--- config.mk ---
export PLATFORM = sky130hd
export DESIGN_NAME = program_loader_flat
export DESIGN_NICKNAME = d
export VERILOG_FILES = /design/src/rtl/program_loader_if.sv /design/src/rtl/program_loader.sv /design/src/flat_wrapper.sv
export SDC_FILE = /design/constraint.sdc
export NUM_CORES = 1
export LEC_CHECK = 0
export ABC_AREA = 1
export BUFFER_PORTS_ARGS = -buffer_cell sky130_fd_sc_hd__clkbuf_2
export CAP_MARGIN = 20
export CORE_ASPECT_RATIO = 0.8
export CORE_UTILIZATION = 60
export DETAILED_ROUTE_END_ITERATION = 12
export PLACE_DENSITY = 0.85
export SYNTH_ARGS = -nofsm -noshare
export SYNTH_HDL_FRONTEND = slang
export SYNTH_SLANG_ARGS = --single-unit
--- constraint.sdc ---
create_clock -name clk -period 3.6 [get_ports clk]
set_input_delay 0.54 -clock clk [delete_from_list [all_inputs] [get_ports clk]]
set_output_delay 0.54 -clock clk [all_outputs]
set_load 0.1 [all_outputs]
--- src/rtl/program_loader_if.sv ---
// Host byte stream plus code-memory write bus of the boot loader.
// The master side is the host/datapath, the slave side is program_loader.
interface program_loader_if #(
    parameter int ADDR_W = 9,
    parameter int DATA_W = 16
);
    logic              rx_valid;
    logic [7:0]        rx_data;
    logic              rx_ready;
    logic              code_w_en;
    logic [ADDR_W-1:0] code_addr_in;
    logic [DATA_W-1:0] code_in;

    modport master (
        output rx_valid,
        output rx_data,
        input  rx_ready,
        input  code_w_en,
        input  code_addr_in,
        input  code_in
    );

    modport slave (
        input  rx_valid,
        input  rx_data,
        output rx_ready,
        output code_w_en,
        output code_addr_in,
        output code_in
    );
endinterface

--- src/rtl/program_loader.sv ---
// program_loader: fills code memory from a framed host byte image, then asserts run.
// Latency: code write the cycle after a word's last byte; run the cycle after the final write.
// Backpressure: rx_ready depends on state only; rx_valid low stalls in place. Define LOADER_CHECKSUM_EN for a trailing XOR byte.
module program_loader #(
    parameter int ADDR_W = 9,
    parameter int DATA_W = 16
) (
    input  logic            clk,
    input  logic            rst,
    input  logic            load_req,
    program_loader_if.slave bus,
    output logic            run,
    output logic            busy,
    output logic            err
);

    typedef enum logic [3:0] {
        IDLE, LEN_HI, LEN_LO, D_HI, D_LO, WR, CHK, RUN, ERR
    } state_t;

    typedef struct packed {
        logic rdy;
        logic wen;
        logic busy;
        logic run;
        logic err;
    } flags_t;

    // Output flags are loaded together with the state they belong to.
    function automatic flags_t decode(input state_t s);
        flags_t f;
        f = '0;
        case (s)
            LEN_HI, LEN_LO, D_HI, D_LO, CHK: begin
                f.rdy  = 1'b1;
                f.busy = 1'b1;
            end
            WR: begin
                f.wen  = 1'b1;
                f.busy = 1'b1;
            end
            RUN:     f.run = 1'b1;
            ERR:     f.err = 1'b1;
            default: f = '0;
        endcase
        return f;
    endfunction

    state_t            state;
    flags_t            flg;
    logic [ADDR_W-1:0] addr;
    logic [ADDR_W-1:0] cnt;
    logic [DATA_W-1:0] word;
    logic              len_hi;
    logic              xfer;

    assign xfer             = bus.rx_valid & flg.rdy;
    assign bus.rx_ready     = flg.rdy;
    assign bus.code_w_en    = flg.wen;
    assign bus.code_addr_in = addr;
    assign bus.code_in      = word;
    assign busy             = flg.busy;
    assign run              = flg.run;
    assign err              = flg.err;

`ifdef LOADER_CHECKSUM_EN
    logic [7:0] csum;

    always_ff @(posedge clk) begin
        if (rst || load_req) begin
            csum <= '0;
        end else if (xfer && state != CHK) begin
            csum <= csum ^ bus.rx_data;
        end
    end
`endif

    always_ff @(posedge clk) begin
        if (rst) begin
            state  <= IDLE;
            flg    <= '0;
            addr   <= '0;
            cnt    <= '0;
            word   <= '0;
            len_hi <= 1'b0;
        end else if (load_req) begin
            // Restart wins over a byte offered in the same cycle.
            state <= LEN_HI;
            flg   <= decode(LEN_HI);
            addr  <= '0;
        end else begin
            case (state)
                LEN_HI: if (xfer) begin
                    if (|bus.rx_data[7:1]) begin
                        state <= ERR;
                        flg   <= decode(ERR);
                    end else begin
                        len_hi <= bus.rx_data[0];
                        state  <= LEN_LO;
                        flg    <= decode(LEN_LO);
                    end
                end
                LEN_LO: if (xfer) begin
                    cnt   <= ADDR_W'({len_hi, bus.rx_data});
                    addr  <= '0;
                    state <= D_HI;
                    flg   <= decode(D_HI);
                end
                D_HI: if (xfer) begin
                    word[DATA_W-1 -: 8] <= bus.rx_data;
                    state               <= D_LO;
                    flg                 <= decode(D_LO);
                end
                D_LO: if (xfer) begin
                    word[7:0] <= bus.rx_data;
                    state     <= WR;
                    flg       <= decode(WR);
                end
                WR: begin
                    if (cnt == '0) begin
`ifdef LOADER_CHECKSUM_EN
                        state <= CHK;
                        flg   <= decode(CHK);
`else
                        state <= RUN;
                        flg   <= decode(RUN);
`endif
                    end else begin
                        cnt   <= cnt - 1'b1;
                        addr  <= addr + 1'b1;
                        state <= D_HI;
                        flg   <= decode(D_HI);
                    end
                end
`ifdef LOADER_CHECKSUM_EN
                CHK: if (xfer) begin
                    if (bus.rx_data == csum) begin
                        state <= RUN;
                        flg   <= decode(RUN);
                    end else begin
                        state <= ERR;
                        flg   <= decode(ERR);
                    end
                end
`endif
                default: begin
                    // IDLE, RUN and ERR hold until load_req or rst.
                    state <= state;
                end
            endcase
        end
    end

endmodule

--- src/flat_wrapper.sv ---
// flat-port wrapper written by rule: the top's interface ports become plain ports
module program_loader_flat 
#(
    parameter int ADDR_W = 9,
    parameter int DATA_W = 16
)
  (clk, rst, load_req, run, busy, err, bus_rx_valid, bus_rx_data, bus_rx_ready, bus_code_w_en, bus_code_addr_in, bus_code_in);
  program_loader_if #(.ADDR_W(ADDR_W), .DATA_W(DATA_W)) bus_i ();
  input  logic clk;
  input  logic rst;
  input  logic load_req;
  output logic run;
  output logic busy;
  output logic err;
  input wire logic [$bits(bus_i.rx_valid)-1:0] bus_rx_valid;
  input wire logic [$bits(bus_i.rx_data)-1:0] bus_rx_data;
  output wire logic [$bits(bus_i.rx_ready)-1:0] bus_rx_ready;
  output wire logic [$bits(bus_i.code_w_en)-1:0] bus_code_w_en;
  output wire logic [$bits(bus_i.code_addr_in)-1:0] bus_code_addr_in;
  output wire logic [$bits(bus_i.code_in)-1:0] bus_code_in;
  assign bus_i.rx_valid = bus_rx_valid;
  assign bus_i.rx_data = bus_rx_data;
  assign bus_rx_ready = bus_i.rx_ready;
  assign bus_code_w_en = bus_i.code_w_en;
  assign bus_code_addr_in = bus_i.code_addr_in;
  assign bus_code_in = bus_i.code_in;
  program_loader #(.ADDR_W(ADDR_W), .DATA_W(DATA_W)) u_core (.clk(clk), .rst(rst), .load_req(load_req), .bus(bus_i), .run(run), .busy(busy), .err(err));
endmodule
==> impl_metrics.toml <==
[critical_path]
cp_slowest_stage_delay_ns = 0.51
endpoint_kind = "primary output"
crit_type = "register to primary output"
cp.buffers_inverters = 1
worstPathRequired_ns = 3.06
cp.arrival_ns = 1.27
startpoint_type = "register"
cp_top_family = "buffers and inverters"
path_cells = "clkbuf_2"
critical_path.max_fanout = 8
cpMaxStageDelayCell = "clkbuf_2"

[synthesis]
synth_edf_count = 0
ys_top_cells_by_area = "dfxtp_1, nand2_1, nor2_1"
netlist.area_leader.share = 0.3749
syn_inst = 371
seq_area_frac_synth = 0.3749
ys_warn_count = 0
yosys_register_bits = 44
syn_nets = 385
syn_area_um2 = 2350
ys_types = 24
async_flop_share = 0
syn_avg_cell_area_um2 = 6.334
synthFlopType = "dfxtp_1"
synth_top_area_cell = "dfxtp_1"

[placed_design]
globalplace.congestion = 0.9277
dp_hpwl_um = 3978
port_buffers = 41
dp_cells = 456
place_ws_ns = 1.830

[sta]
worst_pin_slew_ns = 0.7023
maxSlewHeadroom = 0.5289
period_share = 0.5033
setup-tns-final_ns = 0
hold_viol = 0
fin_skew_ns = 0.01017
fmax_ghz = 0.5519
rsz0062_at_grt = "false"
drv_slew = 0
setup_violations = 0
min_period_ns = 1.812
setup_ws_ns = 1.788

[finish]
nets = 425
drive_gt1_frac = 0.1650
final_common_cell = "nand2_1"
syn_to_final_growth_pct = 14.43
fillCellCount = 281
finalNonFillerCells = 464
mostFrequentLayoutCells = "nand2_1, nor2_1, dfxtp_1"
n_antenna_cell = 0

[floorplanning]
die_h_um = 57.98
start_util = 0.6546
die_area_um2 = 4172
die_w_um = 71.97
io_pins = 42
rows = 19
coreArea_um2 = 3590

[drt]
first_iter_violations = 219
ant_nets = 0
num_vias = 2361
drt-wirelength-per-cell_um = 11.67
viasPerCell = 5.088
finalWirelength_um = 5414
drt_pass1_iterations = 4
drc = 0

[cts]
cts_root_buf = "clkbuf_8"
cts.clk_slew.worst_paths_ns = 0.09
cts_tree = "done"
hold_buffers = 0
cts.path.max_buffers = 2
clock_sinks = 44
cts_inserted_buffers = 5
post-cts-setup-buffers = 0
cts_htree_levels = 2
ctsResizeCount = 0
clk_latency_ns = 0.29

[power_and_ir_drop]
power_leakage_uw = 0.001300
powerDensity_nw_per_um2 = 413.7
power_uw = 1112
peakVddDrop_uv = 338.1

[worst_hold_path]
hold_path_class = "primary input to register"

[global_routing]
grt_antenna_before_repair = 0
grt_use_total = 0.2796
grt_pass1_wl_um = 9225
grt_pass1_vias = 2116
gr-total-overflow = 0
grt_max_degree = 29

[run]
drv_cap = 0

[status]
status = "completed"
## state kept, by name, indices dropped and copies added (netlist names)
register / flops
u_core.bus.code_in: 16
u_core.bus.code_addr_in: 9
u_core.cnt: 9
u_core.state: 4
u_core.bus.code_w_en: 1
u_core.bus.rx_ready: 1
u_core.busy: 1
u_core.err: 1
u_core.len_hi: 1
u_core.run: 1
## report_power, final
| part | internal (uW) | total (uW) | switching (uW) | leakage, uW |
|---|---|---|---|---|
| sequential | 500 | 514 | 13.7 | 0.000356 |
| clock | 227 | 405 | 178 | 0.0000614 |
| combinational | 47.6 | 194 | 146 | 0.000883 |
## stage by stage
stage	util	hold WS, ns	instance area [um^2]
3_3_place_gp	0.7152	0.4439	2567
6_report	0.7490	0.4437	2689
5_1_grt	0.7490	0.4355	2689
3_5_place_dp	0.7152	0.4561	2567
4_1_cts	0.7490	0.4423	2689
2_1_floorplan	-	0.4304	2350
## cells by family after synthesis
| logic type | Yosys count | synth area share |
|---|---|---|
| buf+inv | 52 | 0.09371 |
| simple gates | 216 | 0.3967 |
| flops | 44 | 0.3749 |
| compound gates | 56 | 0.1203 |
| fa+ha+maj | 2 | 0.01065 |
| xor+xnor | 1 | 0.003728 |
## area by class of cell
cell class / count / area, um^2 / area share
clock buffers: 6 / 82.58 / 0.03071
inverters: 44 / 167.7 / 0.06235
multi-input cells: 275 / 1249 / 0.4644
clock inverters: 2 / 38.79 / 0.01443
well taps: 52 / 65.06 / 0.02420
repair buffers: 41 / 205.2 / 0.07631
flip-flops and latches: 44 / 880.8 / 0.3276
## cells in the mapped netlist (3+ instances only)
cell type,count
dfxtp_1,44
nand3_1,22
inv_1,39
nor2_2,5
o21ai_0,30
nor2_1,71
buf_2,3
nand2_1,102
nand4_1,5
a21oi_1,25
nand2_2,4
## layer usage
metal,vias to the layer above,GRT usage,share of wire
met5,-,0,0
met4,0,0.05882,0.0037
met3,2,0.05913,0.061
met2,70,0.4650,0.44
met1,1047,0.3784,0.49
li1,1242,-,-
## worst paths after layout
path	startpoint	endpoint	slack (ns)	depth (start not counted)
worst max-delay path	u_core.bus.code_addr_in[5]	bus_code_addr_in[5]	1.79	1
worst max register to register	u_core.state[3]	u_core.bus.code_addr_in[6]	1.89	8
worst min register to register	u_core.len_hi	u_core.len_hi	0.47	2
worst min-delay path	rst	u_core.cnt[4]	0.44	2
(Power assumes the default switching activity.)
